File: config.mk
export PLATFORM = sky130hd
export DESIGN_NAME = load_store_unit
export DESIGN_NICKNAME = d
export VERILOG_FILES = /design/src/rtl/rv32i_types.sv /design/src/rtl/load_data_align.sv /design/src/rtl/load_store_unit.sv
export SDC_FILE = /design/constraint.sdc
export NUM_CORES = 1
export LEC_CHECK = 0
export ABC_AREA = 1
export CAP_MARGIN = 0
export CORE_ASPECT_RATIO = 1.2
export CORE_MARGIN = 8
export CORE_UTILIZATION = 35
export CTS_CLUSTER_SIZE = 16
export DETAILED_ROUTE_END_ITERATION = 10
export DONT_BUFFER_PORTS = 1
export HOLD_SLACK_MARGIN = 0.15
export PLACE_DENSITY_LB_ADDON = 0.15
export SYNTH_ARGS = -nofsm -noshare
export SYNTH_HDL_FRONTEND = slang
export SYNTH_SLANG_ARGS = --single-unit
export TNS_END_PERCENT = 5
File: constraint.sdc
create_clock -name clk -period 2.2 [get_ports clk]
set_input_delay 0.44 -clock clk [delete_from_list [all_inputs] [get_ports clk]]
set_output_delay 0.44 -clock clk [all_outputs]
set_load 0.03 [all_outputs]
File: src/rtl/rv32i_types.sv
// Shared RV32I types for the memory stage.
//   rv32i_opcode   : major opcodes
//   load_funct3_t  : load width/sign selector
//   store_funct3_t : store width selector
//   lsu_state_t    : load/store unit FSM states
// Helpers decode alignment, byte enables and lane-replicated store data.
package rv32i_types;

    typedef enum logic [6:0] {
        OpLui   = 7'b0110111,
        OpAuipc = 7'b0010111,
        OpJal   = 7'b1101111,
        OpJalr  = 7'b1100111,
        OpBr    = 7'b1100011,
        OpLoad  = 7'b0000011,
        OpStore = 7'b0100011,
        OpImm   = 7'b0010011,
        OpReg   = 7'b0110011,
        OpCsr   = 7'b1110011
    } rv32i_opcode;

    typedef enum logic [2:0] {
        Lb  = 3'b000,
        Lh  = 3'b001,
        Lw  = 3'b010,
        Lbu = 3'b100,
        Lhu = 3'b101
    } load_funct3_t;

    typedef enum logic [2:0] {
        Sb = 3'b000,
        Sh = 3'b001,
        Sw = 3'b010
    } store_funct3_t;

    typedef enum logic [1:0] {
        StIdle,
        StAccess,
        StResp
    } lsu_state_t;

    // Unknown widths fall back to word rules.
    function automatic logic is_misaligned(logic is_store, logic [2:0] funct3,
                                           logic [1:0] addr_lo);
        logic byte_op;
        logic half_op;
        byte_op = is_store ? (funct3 == Sb) : ((funct3 == Lb) || (funct3 == Lbu));
        half_op = is_store ? (funct3 == Sh) : ((funct3 == Lh) || (funct3 == Lhu));
        if (byte_op) begin
            return 1'b0;
        end else if (half_op) begin
            return addr_lo[0];
        end
        return addr_lo != 2'b00;
    endfunction

    function automatic logic [3:0] store_mbe(logic [2:0] funct3, logic [1:0] addr_lo);
        case (funct3)
            Sb:      return 4'b0001 << addr_lo;
            Sh:      return 4'b0011 << addr_lo;
            default: return 4'b1111;
        endcase
    endfunction

    // Replicate narrow data across all lanes so memory can pick by byte enable.
    function automatic logic [31:0] store_wdata(logic [2:0] funct3, logic [31:0] wdata);
        case (funct3)
            Sb:      return {4{wdata[7:0]}};
            Sh:      return {2{wdata[15:0]}};
            default: return wdata;
        endcase
    endfunction

endpackage

File: src/rtl/load_data_align.sv
// Load data alignment: selects the addressed lane of a read word and extends it.
//   rdata_i   : 32-bit word from memory
//   addr_lo_i : byte offset within the word
//   funct3_i  : load width/sign selector (unknown codes behave as lw)
//   data_o    : aligned, sign/zero-extended result
module load_data_align
    import rv32i_types::*;
(
    input  logic [31:0] rdata_i,
    input  logic [1:0]  addr_lo_i,
    input  logic [2:0]  funct3_i,
    output logic [31:0] data_o
);

    logic [7:0]  byte_sel;
    logic [15:0] half_sel;

    always_comb begin
        case (addr_lo_i)
            2'd0:    byte_sel = rdata_i[7:0];
            2'd1:    byte_sel = rdata_i[15:8];
            2'd2:    byte_sel = rdata_i[23:16];
            default: byte_sel = rdata_i[31:24];
        endcase
        half_sel = addr_lo_i[1] ? rdata_i[31:16] : rdata_i[15:0];

        case (funct3_i)
            Lb:      data_o = {{24{byte_sel[7]}}, byte_sel};
            Lbu:     data_o = {24'd0, byte_sel};
            Lh:      data_o = {{16{half_sel[15]}}, half_sel};
            Lhu:     data_o = {16'd0, half_sel};
            default: data_o = rdata_i;
        endcase
    end

endmodule

File: src/rtl/load_store_unit.sv
// MEM-stage load/store unit. Accepts one request at a time from EX/MEM, runs the
// data-memory handshake, aligns load data and returns a registered writeback result.
//   clk, rst                   : clock, synchronous active-high reset
//   req_*/opcode/funct3/addr/wdata/rd/ld_reg _i : request from EX/MEM
//   stall_o                    : freeze upstream while an access is pending
//   mem_*                      : data-memory strobes, address, byte enables, data, response
//   wb_*_o, misalign_o, mem_err_o : one-cycle writeback result to MEM/WB
module load_store_unit
    import rv32i_types::*;
#(
    parameter int unsigned TIMEOUT_CYC = 256
) (
    input  logic        clk,
    input  logic        rst,
    input  logic        req_valid_i,
    input  logic [6:0]  opcode_i,
    input  logic [2:0]  funct3_i,
    input  logic [31:0] addr_i,
    input  logic [31:0] wdata_i,
    input  logic [4:0]  rd_i,
    input  logic        ld_reg_i,
    output logic        stall_o,
    output logic [31:0] mem_addr_o,
    output logic        mem_read_o,
    output logic        mem_write_o,
    output logic [3:0]  mem_mbe_o,
    output logic [31:0] mem_wdata_o,
    input  logic        mem_resp_i,
    input  logic [31:0] mem_rdata_i,
    output logic        wb_valid_o,
    output logic [4:0]  wb_rd_o,
    output logic [31:0] wb_data_o,
    output logic        wb_ld_reg_o,
    output logic        misalign_o,
    output logic        mem_err_o
);

    localparam int unsigned    CntW   = $clog2(TIMEOUT_CYC + 1);
    localparam logic [CntW-1:0] CntMax = CntW'(TIMEOUT_CYC);

    lsu_state_t      state_q;
    logic [CntW-1:0] cnt_q, cnt_d;
    logic            is_store_q;
    logic [2:0]      funct3_q;
    logic [1:0]      addr_lo_q;
    logic [4:0]      rd_q;
    logic            ld_reg_q;

    logic [31:0] mem_addr_q, mem_wdata_q, wb_data_q;
    logic        mem_read_q, mem_write_q, wb_valid_q, wb_ld_reg_q, misalign_q, mem_err_q;
    logic [3:0]  mbe_q;
    logic [4:0]  wb_rd_q;

    logic        is_load_in, is_store_in, req_is_mem, req_misal;
    logic [31:0] ld_data;

    assign is_load_in  = opcode_i == OpLoad;
    assign is_store_in = opcode_i == OpStore;
    assign req_is_mem  = is_load_in | is_store_in;
    assign req_misal   = is_misaligned(is_store_in, funct3_i, addr_i[1:0]);
    assign cnt_d       = cnt_q + 1'b1;

    // RESP accepts like IDLE, so only ACCESS (or an aligned access being accepted) stalls.
    assign stall_o = (state_q == StAccess) | (req_valid_i & req_is_mem & ~req_misal);

    load_data_align u_align (
        .rdata_i   (mem_rdata_i),
        .addr_lo_i (addr_lo_q),
        .funct3_i  (funct3_q),
        .data_o    (ld_data)
    );

    always_ff @(posedge clk) begin
        if (rst) begin
            state_q     <= StIdle;
            cnt_q       <= '0;
            is_store_q  <= 1'b0;
            funct3_q    <= 3'd0;
            addr_lo_q   <= 2'd0;
            rd_q        <= 5'd0;
            ld_reg_q    <= 1'b0;
            mem_addr_q  <= 32'd0;
            mem_read_q  <= 1'b0;
            mem_write_q <= 1'b0;
            mbe_q       <= 4'd0;
            mem_wdata_q <= 32'd0;
            wb_valid_q  <= 1'b0;
            wb_rd_q     <= 5'd0;
            wb_data_q   <= 32'd0;
            wb_ld_reg_q <= 1'b0;
            misalign_q  <= 1'b0;
            mem_err_q   <= 1'b0;
        end else begin
            wb_valid_q <= 1'b0;
            misalign_q <= 1'b0;
            mem_err_q  <= 1'b0;
            case (state_q)
                StIdle, StResp: begin
                    state_q <= StIdle;
                    if (req_valid_i) begin
                        if (!req_is_mem) begin
                            wb_valid_q  <= 1'b1;
                            wb_rd_q     <= rd_i;
                            wb_data_q   <= addr_i;
                            wb_ld_reg_q <= ld_reg_i;
                        end else if (req_misal) begin
                            wb_valid_q  <= 1'b1;
                            misalign_q  <= 1'b1;
                            wb_rd_q     <= rd_i;
                            wb_data_q   <= 32'd0;
                            wb_ld_reg_q <= 1'b0;
                        end else begin
                            state_q     <= StAccess;
                            cnt_q       <= '0;
                            is_store_q  <= is_store_in;
                            funct3_q    <= funct3_i;
                            addr_lo_q   <= addr_i[1:0];
                            rd_q        <= rd_i;
                            ld_reg_q    <= ld_reg_i;
                            mem_addr_q  <= {addr_i[31:2], 2'b00};
                            mem_read_q  <= is_load_in;
                            mem_write_q <= is_store_in;
                            mbe_q       <= is_store_in ? store_mbe(funct3_i, addr_i[1:0])
                                                       : 4'b1111;
                            mem_wdata_q <= store_wdata(funct3_i, wdata_i);
                        end
                    end
                end
                StAccess: begin
                    if (mem_resp_i || (cnt_d == CntMax)) begin
                        state_q     <= StResp;
                        mem_read_q  <= 1'b0;
                        mem_write_q <= 1'b0;
                        wb_valid_q  <= 1'b1;
                        wb_rd_q     <= rd_q;
                        mem_err_q   <= ~mem_resp_i;
                        wb_data_q   <= (mem_resp_i && !is_store_q) ? ld_data : 32'd0;
                        wb_ld_reg_q <= mem_resp_i & ~is_store_q & ld_reg_q;
                    end else begin
                        cnt_q <= cnt_d;
                    end
                end
                default: state_q <= StIdle;
            endcase
        end
    end

    assign mem_addr_o  = mem_addr_q;
    assign mem_read_o  = mem_read_q;
    assign mem_write_o = mem_write_q;
    assign mem_mbe_o   = mbe_q;
    assign mem_wdata_o = mem_wdata_q;
    assign wb_valid_o  = wb_valid_q;
    assign wb_rd_o     = wb_rd_q;
    assign wb_data_o   = wb_data_q;
    assign wb_ld_reg_o = wb_ld_reg_q;
    assign misalign_o  = misalign_q;
    assign mem_err_o   = mem_err_q;

endmodule
==> key figures, run 1 <==
Status
  • Status: finished clean

Clocking
  • CTS H-Tree Depth: 4
  • Worst skew pair latency: 0.42 ns
  • Clock Sinks: 132
  • CTS Buffer Depth: 2
  • TritonCTS clock tree: done
  • CTS clk-pin slew, worst paths: 0.07 ns
  • Clock buffer count from CTS: 17
  • Root buf cell: clkbuf_16

Layout
  • Footprint of the multi-input gates: 3590 sq um
  • Syn-to-layout area delta: 17.0%
  • Layout Nets: 1184
  • Ant. Diodes: 0
  • Fraction of final layout cells sized beyond drive strength 1: 0.108
  • Reg area: 2640 sq um
  • Fillcell total: 2102

Floorplan
  • Starting Density: 0.358
  • DIE AREA: 24800 sq um
  • # rows: 56
  • Core Box Area: 19500 sq um
  • Chip height: 171 microns
  • Die X: 145 microns
  • IO Pins: 228

Synth
  • Main flop type after synthesis: dfxtp_1
  • Synthesized area per cell: 6.59 sq um
  • Yosys cell types: 36
  • Post-synth EDFFs: 0
  • Mapped Area: 7000 sq um
  • Post-synthesis cell count: 1062
  • Sequential share of the synthesized area: 0.378
  • Post-synth ARST share: 0
  • Seq cells post-synth: 132
  • Synth warnings: 0

Setup path
  • Critical path arrival: 2.34 ns
  • Setup crit end kind: flip-flop
  • Most frequent CP cell: nand2_1
  • Top cell family by delay on the critical path: simple AND/OR/NAND/NOR gates
  • CP peak stage delay: 0.34 ns
  • Worst setup SP type: flip-flop
  • Levels on crit path: 13
  • Crit-path max FO: 17
  • CP bufs+invs: 1
  • Worst EP required: 2.51 ns
  • Reg2Reg Depth: 13
  • CP cell instances: ha_1, nand2_2, nor2_2, nand2_1, nand2_1, nand2_1, nor2_1, nand3_1, nand2_1, nand2_4, clkbuf_16, a21oi_2, nor2_1
  • WS Path Type: reg2reg
  • RR Startpoint: cnt_q[0]
  • CP startpoint: cnt_q[0]
  • Crit path max-delay cell type: dfxtp_1

Drt
  • Vias per Instance: 5.01
  • DR pass1 iterations: 5
  • Post-route DRC: 0
  • Post-route ant nets: 0
  • DRT iter0 DRCs: 393
  • Detailed Route WL: 24.6 mm
  • Drt wl/cell: 18.4 microns
  • Vias: 6715

Power
  • Max VDD drop: 0.525 mV
  • Pleak: 0.00356 uW
  • Total power: 6240 uW
  • Cell area power density: 763 nW/um^2

Worst hold path
  • Hold Startpoint: addr_i[7]
  • Worst hold path class: in2reg
  • Hold depth: 2

Timing
  • Worst Tran Pin Value: 0.621 ns
  • Fin Setup TNS: 0 ns
  • Final Hold Fails: 0
  • F_max: 493 MHz
  • Min Tclk post-route: 2.03 ns
  • RSZ-0062 raised after global routing: yes
  • Count of pins over their slew limit: 0
  • Period utilization: 0.923
  • Max-slew headroom: 0.583
  • Setup ws final: 0.170 ns
  • Clk_skew: 0.0145 ns
  • Setup-failing EPs final: 0

Global routing
  • Congestion Overflow GR: 0
  • Vias in the first global route: 6540
  • Largest net degree at the start of global routing: 52
  • Initial antenna violation count: 0
  • Overall routing resource usage: 0.192
  • First-pass GRT wire length: 37.6 mm

Placed design
  • Place WS: 0.147 ns
  • Final HPWL DP: 18.2 mm
  • Port Buffers: 0
  • Gpl congestion: 0.879

Run
  • Maximum Capacitance Violations: 0
-- routing by layer --
layer  vias up  wire length (microns)  global-route usage
li1       3437                      -                   -
met1      3044                   9760               0.211
met2       206                  12000               0.333
met3        28                   2410              0.0809
met4         0                    431              0.0594
met5         -                      0                   0
-- final timing paths --
check / to / slack, ns
worst min-delay path: mem_addr_o[7] / 0.16
worst max-delay path: wb_data_o[17] / 0.17
worst max register to register: wb_data_o[17] / 0.17
worst min register to register: ld_reg_q / 0.45
-- registers in the layout (all words and copies together), names as in the netlist --
| name | count |
|---|---|
| addr_lo_q | 2 |
| funct3_q | 3 |
| rd_q | 5 |
| wb_data_o | 32 |
| misalign_o | 1 |
| state_q | 2 |
| ld_reg_q | 1 |
| mem_err_o | 1 |
| mem_write_o | 1 |
| mem_mbe_o | 4 |
| cnt_q | 9 |
| mem_addr_o | 30 |
| wb_ld_reg_o | 1 |
| is_store_q | 1 |
| wb_rd_o | 5 |
| wb_valid_o | 1 |
| mem_wdata_o | 32 |
| mem_read_o | 1 |
-- synth_stat cells (2+ instances only) --
library cell  number  area share
o21ai_0           74       0.053
nand2_1          265        0.14
nor3_1             2      0.0014
buf_1              3      0.0016
a31oi_1            8      0.0072
buf_2             20       0.014
a21oi_2           30       0.038
nor2_2             2      0.0018
nor2_1           116       0.062
clkbuf_1          27       0.014
inv_2              6      0.0032
a211oi_1           5      0.0054
o31ai_1            2      0.0021
mux2i_1            8       0.011
nand2_4            3      0.0048
nand2_2            2      0.0018
dfxtp_1          132        0.38
ha_1               2      0.0036
buf_6              9       0.014
nand3_1          108       0.077
a21oi_1          116       0.083
buf_4             11       0.012
inv_1             98       0.053
-- cell families (layout without fill, tap and decap cells) --
logic type / after synthesis / count (layout) / share of synthesized area
xor gates and xnor gates: 1 / 1 / 0.00125
and+or+nand+nor: 504 / 504 / 0.300
adders and majority gates: 2 / 2 / 0.00358
muxes: 8 / 8 / 0.0114
AOI/OAI and AO/OA: 240 / 240 / 0.193
buffers and inverters: 174 / 190 / 0.112
DFF: 132 / 132 / 0.378
other: 1 / 2 / 0.000536
-- metrics by stage --
step / cell area, sq um / util / hold WS, ns / instances
after global placement: 7280 / 0.372 / 0.436 / 1286
after detailed placement: 7280 / 0.372 / 0.441 / 1286
final: 8190 / 0.419 / 0.161 / 1340
after floorplan: 7000 / - / 0.425 / 1063
after global routing: 8190 / 0.419 / 0.151 / 1340
after CTS: 8140 / 0.416 / 0.150 / 1338
-- area by class of cell --
| cell class | count | share of cell area |
|---|---|---|
| multi-input combinational | 757 | 0.438 |
| sequential | 132 | 0.323 |
| timing repair buffer | 54 | 0.0717 |
| clock buffer | 17 | 0.0520 |
| inverter | 104 | 0.0477 |
| tap | 261 | 0.0399 |
| clock inverter | 15 | 0.0278 |
-- power breakdown --
group	internal [uW]	switching (uW)
clock	2020	1160
sequential	2450	159
combinational	181	274
-- cells in the final DEF (no fill, tap or decap), drive strengths merged, types with 2 or more instances in the layout --
cell,n
clkinvlp,2
a211oi,5
o31ai,2
a21oi,146
ha,2
clkbuf,18
inv,107
mux2i,8
o21ai,75
nor3,2
dfxtp,132
nand3,110
conb,2
bufinv,5
clkinv,5
dlygate4sd3,19
nor2,119
nand2,270
buf,34
a31oi,8
-- timing repair --
item,4_1_cts,5_1_grt
resized for setup,0,5
buffers inserted,0,1
hold buffers,20,0
endpoints found under the setup margin,0,30
endpoints found under the hold margin,49,0
Note: power is estimated with default switching activity, not from simulation.
==> run 2, diff against run 1 <==
CTS_CLUSTER_DIAMETER = 100   (was not set)
SKIP_CTS_REPAIR_TIMING = 1   (was not set)
==> run 2 against run 1 <==
Largest cell class unchanged. Wire length is 0.82% lower. Sequential share of layout area grew 0.41 points. Combinational power decreased by 4%. Via count about the same. Clock skew is 0.0019 ns lower.
==> key figures, run 2 (synthesis gave the netlist of run 1 again) <==
Timing
  • Min Tclk post-route: 2.02 ns (-0.0124 ns)
  • RSZ-0062 raised after global routing: yes
  • Max-slew headroom: 0.597 (+0.0137)
  • Fin Setup TNS: 0 ns (unchanged)
  • Final Hold Fails: 0 (unchanged)
  • Hold slack: 0.159 ns (-0.00261 ns)
  • Setup ws final: 0.182 ns (+0.0124 ns)
  • Clk_skew: 0.0126 ns (-0.00192 ns)
  • Worst Tran Pin Value: 0.600 ns (-0.0204 ns)
  • F_max: 496 MHz (+0.61%)
  • Period utilization: 0.917 (-0.00562)
  • Count of pins over their slew limit: 0 (unchanged)
  • Setup-failing EPs final: 0 (unchanged)

Global routing
  • Initial antenna violation count: 0 (unchanged)
  • Congestion Overflow GR: 0 (unchanged)
  • First-pass GRT wire length: 37.0 mm (-1.5%)
  • Overall routing resource usage: 0.189 (-0.00276)
  • Vias in the first global route: 6444 (-1.5%)
  • Largest net degree at the start of global routing: 52 (unchanged)

Layout
  • Commonest non-fill, non-tap cell in the layout: nand2_1
  • Most frequent cells in the layout: nand2_1 (264), dfxtp_1 (132), a21oi_1 (116), nor2_1 (115), nand3_1 (108)
  • Syn-to-layout area delta: 15.5%
  • Non-filler cells in the finished layout: 1329 (-0.82%)
  • Fraction of final layout cells sized beyond drive strength 1: 0.109 (+0.00111)
  • Ant. Diodes: 0 (unchanged)
  • Fillcell total: 2105 (+0.14%)
  • Layout Nets: 1173 (-0.93%)

Setup path
  • CP bufs+invs: 1 (unchanged)
  • WS Path Type: reg2reg
  • RR Startpoint: cnt_q[0]
  • Setup crit end kind: flip-flop
  • Reg2Reg Depth: 13 (unchanged)
  • CP peak stage delay: 0.34 ns (about the same)
  • Worst EP required: 2.52 ns (about the same)
  • Reg-to-Reg End: wb_data_o[17]
  • Critical path arrival: 2.33 ns (about the same)
  • CP cell instances: ha_1, nand2_2, nor2_2, nand2_1, nand2_1, nand2_1, nor2_1, nand3_1, nand2_1, nand2_4, clkbuf_16, a21oi_2, nor2_1
  • Crit path max-delay cell type: dfxtp_1
  • R2R Setup Slk: 0.18 ns (about the same)
  • Crit-path max FO: 17 (unchanged)
  • Most frequent CP cell: nand2_1
  • Worst setup SP type: flip-flop
  • Top cell family by delay on the critical path: simple AND/OR/NAND/NOR gates

Drt
  • Vias per Instance: 5.06 (+0.89%)
  • Vias: 6719 (+0.060%)
  • Drt wl/cell: 18.4 microns (about the same)
  • DR pass1 iterations: 5 (unchanged)
  • DRT iter0 DRCs: 375 (-4.6%)
  • Detailed Route WL: 24.4 mm (-0.82%)
  • Post-route DRC: 0 (unchanged)
  • Metal2 WL: 11.7 mm (-2.6%)
  • Post-route ant nets: 0 (unchanged)
  • Met1 Wirelength: 9.70 mm (-0.66%)
  • Top Metal Used: met4
  • Met3 routed WL: 2.42 mm (+0.37%)

Floorplan
  • Core Box Area: 19500 sq um (unchanged)
  • Starting Density: 0.358 (unchanged)
  • IO Pins: 228 (unchanged)
  • DIE AREA: 24800 sq um (unchanged)
  • Chip height: 171 microns (unchanged)
  • # rows: 56 (unchanged)
  • Die X: 145 microns (unchanged)

Clocking
  • Clock buffer count from CTS: 17 (unchanged)
  • CTS clk-pin slew, worst paths: 0.07 ns (about the same)
  • Worst skew pair latency: 0.42 ns (about the same)
  • CTS H-Tree Depth: 4 (unchanged)
  • TritonCTS clock tree: done
  • CTS Buffer Depth: 2 (unchanged)
  • Clock Sinks: 132 (unchanged)
  • Root buf cell: clkbuf_16

Status
  • Status: finished clean

Power
  • Cell area power density: 771 nW/um^2 (+1.1%)
  • Total power: 6230 uW (-0.18%)
  • Pleak: 0.00351 uW (-1.2%)
  • Max VDD drop: 0.529 mV (+0.76%)

Worst hold path
  • Worst hold path class: in2reg
  • Min-Delay Endpoint: mem_wdata_o[4]
  • Hold depth: 2 (unchanged)
  • Hold Startpoint: wdata_i[4]

Placed design
  • Gpl congestion: 0.879 (unchanged)
  • Final HPWL DP: 18.2 mm (unchanged)
  • Port Buffers: 0 (unchanged)
  • Post-Place Cells: 1286 (unchanged)
  • Place WS: 0.147 ns (unchanged)

Run
  • Maximum Capacitance Violations: 0 (unchanged)
-- run 2: routing by layer --
metal | vias up | track usage
li1 | 3415 | -
met1 | 3059 | 0.210
met2 | 209 | 0.322
met3 | 36 | 0.0795
met4 | 0 | 0.0671
met5 | - | 0
-- run 2: area by class of cell --
class | count | area (sq um) | share of cell area
sequential | 132 | 2640 | 0.327
multi-input combinational | 757 | 3590 | 0.444
inverter | 104 | 390 | 0.0483
tap | 261 | 327 | 0.0404
clock inverter | 15 | 228 | 0.0282
timing repair buffer | 43 | 484 | 0.0599
clock buffer | 17 | 425 | 0.0526
-- run 2: through the flow --
step	utilization	area (sq um)
2_1_floorplan	-	7000
3_3_place_gp	0.372	7280
3_5_place_dp	0.372	7280
4_1_cts	0.406	7930
5_1_grt	0.413	8080
6_report	0.413	8080
-- run 2: how the worst max path moves through the flow --
stage	start	endpoint	slack [ns]	cells after the start
after floorplan	opcode_i[2]	stall_o	0.22	7
after global placement	cnt_q[0]	wb_rd_o[3]	0.11	13
after detailed placement	cnt_q[0]	wb_data_o[17]	0.15	13
after CTS	state_q[0]	stall_o	0.03	5
after global routing	cnt_q[0]	mem_err_o	0.0006	14
final	cnt_q[0]	wb_data_o[17]	0.18	13
-- run 2: power breakdown --
group          internal [uW]  switching, uW
Combinational            169            269
Clock                   2020           1160
Sequential              2450            159
-- run 2: worst register-to-register path: stages, from the launching register on --
cell,delay (ns)
dfxtp_1,0.34
ha_1,0.21
nand2_2,0.11
nor2_2,0.15
nand2_1,0.07
nand2_1,0.06
nand2_1,0.07
nor2_1,0.10
nand3_1,0.11
nand2_1,0.12
nand2_4,0.15
clkbuf_16,0.24
a21oi_2,0.14
nor2_1,0.05
==> run 3, diff against run 2 <==
ABC_CLOCK_PERIOD_IN_PS = 2200   (was not set)
CORE_MARGIN = not set   (was 8)
==> run 3 against run 2 <==
Wire length is 6.7% lower. Sequential share of layout area is 0.12 points higher. Highest routed layer unchanged. Clock skew is 0.0053 ns lower. Maximum frequency is 3.1% lower. Combinational power hardly changed. Largest cell class unchanged. Die area is 17% lower.
==> key figures, run 3 (synthesis gave the netlist of run 1 again) <==
Timing
  • Min Tclk post-route: 2.08 ns (+0.0635 ns)
  • Setup-failing EPs final: 0 (unchanged)
  • Setup ws final: 0.119 ns (-0.0635 ns)
  • Max-slew headroom: 0.583 (-0.0140)
  • Count of pins over their slew limit: 0 (unchanged)
  • Period utilization: 0.946 (+0.0289)
  • RSZ-0062 raised after global routing: no
  • Hold slack: 0.148 ns (-0.0105 ns)
  • F_max: 480 MHz (-3.1%)
  • Clk_skew: 0.00734 ns (-0.00529 ns)
  • Fin Setup TNS: 0 ns (unchanged)
  • Worst Tran Pin Value: 0.621 ns (+0.0209 ns)
  • Final Hold Fails: 0 (unchanged)

Power
  • Max VDD drop: 0.552 mV (+4.2%)
  • Cell area power density: 755 nW/um^2 (-2.0%)
  • Total power: 6080 uW (-2.4%)
  • Pleak: 0.00351 uW (-0.22%)

Clocking
  • CTS clk-pin slew, worst paths: 0.06 ns (about the same)
  • Root buf cell: clkbuf_16
  • CTS Buffer Depth: 2 (unchanged)
  • Clock buffer count from CTS: 17 (unchanged)
  • TritonCTS clock tree: done
  • Clock Sinks: 132 (unchanged)
  • Worst skew pair latency: 0.43 ns (about the same)
  • CTS H-Tree Depth: 4 (unchanged)

Drt
  • DRT iter0 DRCs: 357 (-4.8%)
  • Post-route ant nets: 0 (unchanged)
  • Post-route DRC: 0 (unchanged)
  • Drt wl/cell: 17.1 microns (-7.1%)
  • Vias per Instance: 5.01 (-0.94%)
  • DR pass1 iterations: 4 (-1)
  • Detailed Route WL: 22.8 mm (-6.7%)
  • Vias: 6681 (-0.57%)

Layout
  • Footprint of the multi-input gates: 3580 sq um (-0.28%)
  • Reg area: 2640 sq um (unchanged)
  • Most frequent cells in the layout: nand2_1 (265), dfxtp_1 (132), nor2_1 (116), a21oi_1 (116), nand3_1 (108)
  • Layout Nets: 1178 (+0.43%)
  • Fraction of final layout cells sized beyond drive strength 1: 0.107 (-0.00144)
  • Ant. Diodes: 0 (unchanged)
  • Fillcell total: 2117 (+0.57%)
  • Syn-to-layout area delta: 15.1%
  • Commonest non-fill, non-tap cell in the layout: nand2_1

Global routing
  • Overall routing resource usage: 0.222 (+0.0331)
  • First-pass GRT wire length: 34.5 mm (-6.9%)
  • Largest net degree at the start of global routing: 51 (-1.9%)
  • Initial antenna violation count: 0 (unchanged)
  • Vias in the first global route: 6358 (-1.3%)
  • Congestion Overflow GR: 0 (unchanged)

Setup path
  • Worst setup SP type: flip-flop
  • Critical path arrival: 1.64 ns (-0.69 ns)
  • Setup crit end kind: output port
  • Crit-path max FO: 11 (-6)
  • Worst EP required: 1.76 ns (-0.76 ns)
  • Reg2Reg Depth: 9 (-4)
  • WS Path Type: reg2out

Floorplan
  • # rows: 56 (unchanged)
  • Chip height: 157 microns (-8.2%)
  • IO Pins: 228 (unchanged)
  • Die X: 131 microns (-9.7%)
  • Core Box Area: 19500 sq um (unchanged)
  • DIE AREA: 20600 sq um (-17%)
  • Starting Density: 0.358 (unchanged)

Placed design
  • Gpl congestion: 0.909 (+3.4%)
  • Final HPWL DP: 16.5 mm (-9.1%)
  • Port Buffers: 0 (unchanged)
  • Place WS: 0.200 ns (+0.0536 ns)

Worst hold path
  • Worst hold path class: in2reg
  • Hold depth: 2 (unchanged)

Status
  • Status: finished clean

Run
  • Maximum Capacitance Violations: 0 (unchanged)
-- run 3: layer usage --
metal  routed length, microns  vias to the layer above  GRT usage
met3                     2130                       33     0.0803
met2                    10900                      201      0.382
met5                        0                        -          0
li1                         -                     3444          -
met4                      517                        0     0.0881
met1                     9170                     3003      0.247
-- run 3: through the flow --
| step | cell area, sq um | util | std cells |
|---|---|---|---|
| 2_1_floorplan | 7000 | - | 1063 |
| 3_3_place_gp | 7290 | 0.373 | 1289 |
| 3_5_place_dp | 7290 | 0.373 | 1289 |
| 4_1_cts | 7910 | 0.404 | 1321 |
| 5_1_grt | 8050 | 0.412 | 1334 |
| 6_report | 8050 | 0.412 | 1334 |
-- run 3: power by group --
part,switching (uW),internal [uW]
combinational,268,174
clock,1160,1870
sequential,156,2450
total,1590,4490
-- run 3: worst paths after layout --
path | startpoint | endpoint | slack (ns)
setup / recovery | state_q[0] | stall_o | 0.12
hold / removal | addr_i[5] | mem_addr_o[5] | 0.15
setup reg to reg | addr_lo_q[1] | wb_data_o[9] | 0.24
hold reg to reg | rd_q[4] | rd_q[4] | 0.45
-- run 3: area by class of cell --
type                            count  share of cell area
Multi-Input combinational cell    757               0.444
Sequential cell                   132               0.328
Timing Repair Buffer               48              0.0618
Clock buffer                       20              0.0579
Inverter                          104              0.0485
Tap cell                          261              0.0405
Clock inverter                     12              0.0191
-- run 3: critical path, cell delays in order (launching register included) --
cell and delay [ns]:
dfxtp_1 0.40, inv_2 0.07, nor2_2 0.26, inv_2 0.16
o21ai_1 0.13, buf_4 0.18
